==> config.mk <==
export PLATFORM = sky130hd
export DESIGN_NAME = seq_bk_subtractor
export DESIGN_NICKNAME = d
export VERILOG_FILES = /design/src/rtl/seq_bk_subtractor_pkg.sv /design/src/rtl/seq_bk_subtractor_slice.sv /design/src/rtl/seq_bk_subtractor.sv
export SDC_FILE = /design/constraint.sdc
export NUM_CORES = 1
export LEC_CHECK = 0
export CAP_MARGIN = 25
export CORE_ASPECT_RATIO = 1.75
export CORE_MARGIN = 3
export CORE_UTILIZATION = 50
export DETAILED_ROUTE_END_ITERATION = 6
export PLACE_DENSITY = 0.82
export SLEW_MARGIN = 30
export SYNTH_ARGS = -nofsm -noshare
export SYNTH_HDL_FRONTEND = slang
export SYNTH_SLANG_ARGS = --single-unit
==> constraint.sdc <==
create_clock -name clk -period 4.4 [get_ports clk]
set_input_delay 0.66 -clock clk [delete_from_list [all_inputs] [get_ports clk]]
set_output_delay 0.66 -clock clk [all_outputs]
set_load 0.1 [all_outputs]
==> src/rtl/seq_bk_subtractor_pkg.sv <==
// Shared types and prefix-tree cell functions for the sequential
// Brent-Kung subtractor.
package seq_bk_subtractor_pkg;

    localparam int SLICE_W = 8;

    typedef enum logic [1:0] {
        IDLE = 2'd0,
        RUN  = 2'd1,
        DONE = 2'd2
    } state_t;

    // Generate/propagate pair carried through the prefix tree.
    typedef struct packed {
        logic g;
        logic p;
    } gp_t;

    // Per-bit generate/propagate from the two addend bits.
    function automatic gp_t pre_node(input logic x, input logic y);
        gp_t r;
        r.g = x & y;
        r.p = x ^ y;
        return r;
    endfunction

    // Carry-in enters the tree as a pure generate below bit 0.
    function automatic logic fake_pre(input logic cin);
        return cin;
    endfunction

    // Combines a higher group with a lower group, keeping both g and p.
    function automatic gp_t black(input gp_t hi, input gp_t lo);
        gp_t r;
        r.g = hi.g | (hi.p & lo.g);
        r.p = hi.p & lo.p;
        return r;
    endfunction

    // Combines a group with a terminal generate; only the carry is needed.
    function automatic logic grey(input gp_t hi, input logic lo_g);
        return hi.g | (hi.p & lo_g);
    endfunction

    // Sum bit from the bit propagate and the incoming carry.
    function automatic logic post_node(input logic p, input logic c);
        return p ^ c;
    endfunction

endpackage

==> src/rtl/seq_bk_subtractor_slice.sv <==
// 8-bit Brent-Kung prefix adder with carry-in, purely combinational.
module bk_slice_add8
    import seq_bk_subtractor_pkg::*;
(
    input  logic [7:0] a,
    input  logic [7:0] b,
    input  logic       cin,
    output logic [7:0] sum,
    output logic       cout
);

    gp_t        bit_gp [8];
    gp_t        grp    [8];
    logic [8:0] carry;

    gp_t g10, g32, g54, g76;
    gp_t g30, g74;
    gp_t g70;
    gp_t g50;
    gp_t g20, g40, g60;

    genvar gi;

    // Bit-level generate/propagate.
    generate
        for (gi = 0; gi < 8; gi++) begin : g_pre
            assign bit_gp[gi] = pre_node(a[gi], b[gi]);
        end
    endgenerate

    // Up-sweep: pairs, quads, then the full octet.
    assign g10 = black(bit_gp[1], bit_gp[0]);
    assign g32 = black(bit_gp[3], bit_gp[2]);
    assign g54 = black(bit_gp[5], bit_gp[4]);
    assign g76 = black(bit_gp[7], bit_gp[6]);
    assign g30 = black(g32, g10);
    assign g74 = black(g76, g54);
    assign g70 = black(g74, g30);

    // Down-sweep fills in the remaining prefixes.
    assign g50 = black(g54, g30);
    assign g20 = black(bit_gp[2], g10);
    assign g40 = black(bit_gp[4], g30);
    assign g60 = black(bit_gp[6], g50);

    assign grp[0] = bit_gp[0];
    assign grp[1] = g10;
    assign grp[2] = g20;
    assign grp[3] = g30;
    assign grp[4] = g40;
    assign grp[5] = g50;
    assign grp[6] = g60;
    assign grp[7] = g70;

    // Fold the carry-in into every prefix, then form the sum bits.
    assign carry[0] = fake_pre(cin);
    generate
        for (gi = 0; gi < 8; gi++) begin : g_post
            assign carry[gi+1] = grey(grp[gi], carry[0]);
            assign sum[gi]     = post_node(bit_gp[gi].p, carry[gi]);
        end
    endgenerate

    assign cout = carry[8];

endmodule

==> src/rtl/seq_bk_subtractor.sv <==
// Multi-cycle wide subtractor: diff = a - b - bin, one 8-bit slice per
// cycle with the borrow carried (as an inverted carry) between cycles.
module seq_bk_subtractor
    import seq_bk_subtractor_pkg::*;
#(
    parameter int NUM_SLICES = 4
) (
    input  logic                          clk,
    input  logic                          rst,
    input  logic                          in_valid,
    output logic                          in_ready,
    input  logic [NUM_SLICES*SLICE_W-1:0] a,
    input  logic [NUM_SLICES*SLICE_W-1:0] b,
    input  logic                          bin,
    output logic                          out_valid,
    input  logic                          out_ready,
    output logic [NUM_SLICES*SLICE_W-1:0] diff,
    output logic                          bout,
    output logic                          ovf,
    output logic                          zero
);

    localparam int W     = NUM_SLICES * SLICE_W;
    localparam int IDX_W = (NUM_SLICES > 1) ? $clog2(NUM_SLICES) : 1;
    localparam logic [IDX_W-1:0] LAST_IDX = IDX_W'(NUM_SLICES - 1);

    state_t             state_reg;
    logic [IDX_W-1:0]   idx_reg;
    logic [W-1:0]       a_reg;
    logic [W-1:0]       b_reg;
    logic               carry_reg;
    logic [W-1:0]       diff_reg;
    logic               out_valid_reg;
    logic               bout_reg;
    logic               ovf_reg;
    logic               zero_reg;

    logic [SLICE_W-1:0] a_slices [NUM_SLICES];
    logic [SLICE_W-1:0] b_slices [NUM_SLICES];
    logic [SLICE_W-1:0] cur_a;
    logic [SLICE_W-1:0] cur_b;
    logic [SLICE_W-1:0] slice_sum;
    logic               slice_cout;
    logic [W-1:0]       diff_next;
    logic               ovf_next;
    logic               zero_next;

    genvar gi;

    // Split the latched operands into slices for index-based selection.
    generate
        for (gi = 0; gi < NUM_SLICES; gi++) begin : g_slices
            assign a_slices[gi] = a_reg[gi*SLICE_W +: SLICE_W];
            assign b_slices[gi] = b_reg[gi*SLICE_W +: SLICE_W];
        end
    endgenerate

    assign cur_a = a_slices[idx_reg];
    assign cur_b = b_slices[idx_reg];

    // Subtraction as a + ~b + carry; carry starts as ~bin.
    bk_slice_add8 u_slice (
        .a    (cur_a),
        .b    (~cur_b),
        .cin  (carry_reg),
        .sum  (slice_sum),
        .cout (slice_cout)
    );

    // Result as it will look after this cycle's slice is written back.
    generate
        for (gi = 0; gi < NUM_SLICES; gi++) begin : g_diff_next
            assign diff_next[gi*SLICE_W +: SLICE_W] =
                (idx_reg == IDX_W'(gi)) ? slice_sum
                                        : diff_reg[gi*SLICE_W +: SLICE_W];
        end
    endgenerate

    // Flags on the final result, valid when the last slice is being written.
    assign ovf_next  = (a_reg[W-1] != b_reg[W-1]) & (diff_next[W-1] != a_reg[W-1]);
    assign zero_next = ~|diff_next;

    // Control FSM plus operand/result registers.
    always_ff @(posedge clk) begin
        if (rst) begin
            state_reg     <= IDLE;
            idx_reg       <= '0;
            out_valid_reg <= 1'b0;
            diff_reg      <= '0;
            bout_reg      <= 1'b0;
            ovf_reg       <= 1'b0;
            zero_reg      <= 1'b0;
            carry_reg     <= 1'b0;
            a_reg         <= '0;
            b_reg         <= '0;
        end else begin
            case (state_reg)
                IDLE: begin
                    if (in_valid) begin
                        a_reg     <= a;
                        b_reg     <= b;
                        carry_reg <= ~bin;
                        idx_reg   <= '0;
                        state_reg <= RUN;
                    end
                end
                RUN: begin
                    diff_reg  <= diff_next;
                    carry_reg <= slice_cout;
                    idx_reg   <= idx_reg + 1'b1;
                    if (idx_reg == LAST_IDX) begin
                        state_reg     <= DONE;
                        out_valid_reg <= 1'b1;
                        bout_reg      <= ~slice_cout;
                        ovf_reg       <= ovf_next;
                        zero_reg      <= zero_next;
                    end
                end
                DONE: begin
                    if (out_ready) begin
                        state_reg     <= IDLE;
                        out_valid_reg <= 1'b0;
                    end
                end
                default: begin
                    state_reg     <= IDLE;
                    out_valid_reg <= 1'b0;
                end
            endcase
        end
    end

    assign in_ready  = (state_reg == IDLE);
    assign out_valid = out_valid_reg;
    assign diff      = diff_reg;
    assign bout      = bout_reg;
    assign ovf       = ovf_reg;
    assign zero      = zero_reg;

endmodule

After elaboration in Yosys (flattened, before gate mapping):

Cells that the tools add are included.

* register bits: 105
* input port bits: 69
* output and inout port bits: 37
* word-level logic and storage cells: 132

* add/sub/neg operators: 1
* order comparisons: 1
* equality and inequality tests: 10
* multiplexer cells: 21
* bitwise gates (word level): 79
* reduce and logical (&&, ||, !) cells: 10

Operators by type and width (number)
* 2-to-1 mux 8 bit: 8
* bitwise AND 1 bit: 39
* binary-select mux 8 bit (select 2 bit): 2
* OR reduction 32 bit: 1
* OR 1 bit: 19
* XOR 1 bit: 16
* 2-to-1 mux 2 bit: 4
* NOT 8 bit: 1
* == test 2 bit (second input constant): 3
* != test 2 bit (second input constant): 3
* one-hot mux 2 bit (3 select lines): 1
* AND reduction 2 bit: 3
* AND reduction 3 bit: 2
* == test 2 x 1 -> 1 bit (second input constant): 2
* logical NOT 2 bit: 2
* one-hot mux 2 bit (2 select lines): 1
* greater-or-equal comparator 3 bit (second input constant): 1
* 2-to-1 mux 1 bit: 3
* NOT 1 bit: 3
* NOT 2 -> 3 bit: 1
* one-hot mux 1 bit (3 select lines): 1
* adder 2 x 1 -> 2 bit (second input constant): 1
* != test 1 bit: 2
* one-hot mux 1 bit (2 select lines): 1
* other kinds (2): 2

Longest topological paths before layout:

* word-level depth: 19
* mapped depth: 13
* mapped depth without buffers: 9

Modules after synthesis:

Synthesis repeated with hierarchy kept, for this count alone.

* cell total of the unflattened synthesis: 544
* area total of the unflattened synthesis: 4645.7 µm²

By module, submodules not included
* seq_bk_subtractor: instances 1, cells each 503, area each 4307.9 µm², seq. area each 2102.0 µm²
* bk_slice_add8: instances 1, cells each 41, area each 337.8 µm², seq. area each 0.0 µm²

Least setup slack after synthesis:

OpenSTA, ideal clock, no wires.

* kind: register to register
* from: reg idx_reg[0]
* to: reg ovf_reg (netlist: ovf)
* library setup time: 0.091 ns
* data arrival time: 3.401 ns
* data required time: 4.309 ns
* slack: 0.908 ns
* cell stages (with the launch flop): 11
* buffers on the path: 2
* period minus slack after synthesis: 3.492 ns
* cells stage by stage: dfxtp_1 buf_2 buf_1 mux4_2 ha_1 o21ai_0 o21ai_2 a31o_1 a211o_1 a211o_1 a311oi_1

* cells in the longest elaborated chain, start to end: 19
* elaborated cells between the ends (all ways): 49
* classes of those cells: eq/ne (2); mux (7); bitwise (39); reduce/logical (1)

RTL lines
* from (decl): line seq_bk_subtractor.sv:28 `logic [IDX_W-1:0] idx_reg;`
* from (signal assigned): line seq_bk_subtractor.sv:110 `idx_reg <= idx_reg + 1'b1;`
* NOT 2 -> 3 bit (not written as such): line seq_bk_subtractor.sv:58, seq_bk_subtractor.sv:59
* binary-select mux 8 bit (select 2 bit): line seq_bk_subtractor.sv:59 `assign cur_b = b_slices[idx_reg];`
* 2-to-1 mux 8 bit (not written as such) (2 in series): line seq_bk_subtractor.sv:59
* NOT 8 bit: line seq_bk_subtractor.sv:64 `.b (~cur_b),`
* XOR 1 bit / bitwise AND 1 bit (equally long branches): line seq_bk_subtractor_pkg.sv:23, seq_bk_subtractor_pkg.sv:22
* bitwise AND 1 bit: line seq_bk_subtractor_pkg.sv:35 `r.g = hi.g | (hi.p & lo.g);`
* OR 1 bit: line seq_bk_subtractor_pkg.sv:35
* bitwise AND 1 bit: line seq_bk_subtractor_pkg.sv:35
* [2 not listed]
* OR 1 bit: line seq_bk_subtractor_pkg.sv:35
* bitwise AND 1 bit: line seq_bk_subtractor_pkg.sv:35
* OR 1 bit: line seq_bk_subtractor_pkg.sv:35
* OR 1 bit: line seq_bk_subtractor_pkg.sv:42 `return hi.g | (hi.p & lo_g);`
* XOR 1 bit: line seq_bk_subtractor_pkg.sv:47 `return p ^ c;`
* 2-to-1 mux 8 bit: line seq_bk_subtractor.sv:74 `(idx_reg == IDX_W'(gi)) ? slice_sum`
* != test 1 bit: line seq_bk_subtractor.sv:80 `assign ovf_next = (a_reg[W-1] != b_reg[W-1]) & (diff_next[W-1] != a_reg[W-1]);`
* bitwise AND 1 bit: line seq_bk_subtractor.sv:80
* to (signal assigned): line seq_bk_subtractor.sv:115 `ovf_reg <= ovf_next;`
* to (decl): line seq_bk_subtractor.sv:35 `logic ovf_reg;`

Parallel ways exist; a longest one is shown, timed or not. The select of a mux whose other input is x is not followed.
A chain may end at the register's enable or synchronous reset.

Final worst setup path:

Ends and elaborated chain as after synthesis.

==> reports/results.ini <==
[sta]
final_max_slew_viol_count=0
rsz0062_at_grt=false
worst_slew_pin_slew_ns=0.9925
setup_ws_ns=1.000
hold_violations=0
slew-limit-headroom_pct=33.63
period_share_pct=77.26
tns_ns=0
fin_skew_ns=0.004295
finalSetupViolations=0
fmax_mhz=294.2
period_needed_ns=3.400

[finish]
most-common-layout-cells=nand2_1, dfxtp_1, clkdlybuf4s50_1
final_nets=730
antennaDiodeCount=0
layout_commonest_cell=nand2_1
fillerInstances=804
drive_gt1_share_pct=6.442
area_growth_syn_to_layout_pct=30.31

[placed_design]
hpwl_microns=9199
port_buffers=105
post-place-ws_ns=1.013
place_congestion=0.9558

[floorplan]
start_util_pct=51.33
die_area_sq_um=10580
coreArea_sq_um=9094
die_h_microns=133.8
fp-row-count=46
die_w_microns=79.04
pin_count=106

[route]
totalWireLength_microns=11960
viasPerCell=5.420
wl_per_cell_microns=15.49
route.vias.total=4184
route.detailed.drc=0
antenna_left=0
drt_first_pass_iters=5
first_iter_violations=175

[run_status]
outcome=finished clean

[logic_synthesis]
yosys_warnings=0
synth_flop_cell=dfxtp_1
synth_top_cell_area_share_pct=45.03
yosysSeqAreaShare_pct=45.03
synth_largest_area_cell=dfxtp_1
synth_nets=651
synth.avg_cell_area_sq_um=8.204
syn_inst=569
synthTopCellsByArea=dfxtp_1, nand2_1, a21oi_1
ys_types=41
ys_ff_latch=105
synth-edff-count=0
syn_area_sq_um=4668
async_flop_share_pct=0

[grt]
grt_max_degree=65
antenna_found_initial=0
grt_pass1_wl_microns=19330
overflow=0
grt_pass1_vias=4233
grt_util_all_layers_pct=23.36

[clock_network]
cts.sinks=105
hold_buffers=0
post-cts-setup-buffers=0
cts_made_buffers=9
path_clk_slew_ns=0.06
htreeDepth=3
insertion_delay_ns=0.34
clk_path_buf_depth=2
root_buffer=clkbuf_16
cts_tree=done
ctsResizeCount=0

[power_and_ir_drop]
power_switching_uw=702.0
power_leakage_nw=2.183
seqPwrFrac_pct=42.3
power_density_nw_per_um2=405.4
ir_drop_mv=0.2651
power.share.clock_pct=36.6
pwr-share-comb_pct=21.1
sw_frac_of_total_pct=28.47
p_int_mw=1.764

[critical_path]
critical_path_class=register to register
arrival_ns=3.65
critPathMaxFanout=13
cp-start-kind=register
crit_path_end_kind=register
reg2reg_slack_ns=1.00
worstPathRequired_ns=4.65

[flow_run]
max_cap_viol_count=0

[worst_hold_path]
min_path_type=register to register

worst max-delay path: stages (launching register included):
cell and delay, ns:
dfxtp_1 0.75, buf_4 0.27, mux4_2 0.51, inv_1 0.08, ha_1 0.24, o21ai_0 0.14
o21ai_2 0.12, a31o_1 0.24, a211o_1 0.37, a211o_1 0.31, a311oi_1 0.26
Yosys cell counts, types with 2 or more instances:
master,instances
and3_1,2
dfxtp_1,105
inv_1,15
nand3b_1,6
nor2_1,25
a22oi_1,2
nand3_1,6
a211o_1,2
nand2_1,179
xor2_1,4
nand4_1,2
mux4_2,16
ha_1,12
clkbuf_1,34
buf_1,4
o21bai_1,2
a21oi_1,95
o21ai_0,7
o31ai_1,2
nor4_1,9
nor3_1,3
a211oi_1,4
mux2i_1,4
nand2b_1,3
o21a_1,4
and2_1,5
xnor2_1,3
power by group through the flow:
stage                     logic [mW]  clock network, mW  registers, mW
after floorplan                0.267                  0           1.15
after global placement         0.505                  0           1.06
after detailed placement       0.516                  0           1.07
after CTS                      0.520              0.910           1.04
after global routing           0.560              0.948           1.05
final                          0.520              0.902           1.04
routing by layer:
layer | wire length, microns | up-vias | part of all wire, % | track usage, %
met1 | 4208 | 1944 | 35 | 23.52
met3 | 464 | 33 | 3.9 | 3.562
met2 | 6851 | 130 | 57 | 44.56
met4 | 437 | 0 | 3.7 | 12.33
li1 | - | 2077 | - | -
met5 | 0 | - | 0 | 0.5000
layout make-up:
| cell class | count | area (sq um) | area share, % |
|---|---|---|---|
| Timing Repair Buffer | 108 | 1071 | 17.61 |
| Inverter | 15 | 56.30 | 0.9255 |
| Multi-Input combinational cell | 409 | 2361 | 38.81 |
| Clock inverter | 5 | 103.9 | 1.707 |
| Clock buffer | 10 | 239.0 | 3.928 |
| Sequential cell | 105 | 2102 | 34.55 |
| Tap cell | 120 | 150.1 | 2.468 |
stage by stage:
stage	hold slack [ns]	instance area (sq um)	power (mW)	std cells	utilization, %
6_report	0.4555	6083	2.466	772	66.90
5_1_grt	0.4792	6083	2.558	772	66.90
4_1_cts	0.4562	6080	2.474	772	66.85
3_5_place_dp	0.4474	5737	1.582	757	63.08
3_3_place_gp	0.4446	5732	1.569	757	63.03
2_1_floorplan	0.4331	4668	1.415	569	-
worst paths after layout:
kind,from,endpoint,depth (start not counted)
min reg2reg,a_reg[24],a_reg[24],2
max,idx_reg[0],ovf,10
max reg2reg,idx_reg[0],ovf,10
min,a_reg[24],a_reg[24],2
cells by family (layout without fill, tap and decap cells):
logic type      after synthesis  in the layout  share of synthesized area, %
simple gates                242            242                         21.41
compound gates              127            127                         15.41
flops                       105            105                         45.03
buf+inv                      55            138                         4.610
mux                          20             20                         8.577
fa+ha+maj                    13             13                         3.645
xor+xnor                      7              7                         1.313
No activity file was read; power rests on OpenSTA's default activity.
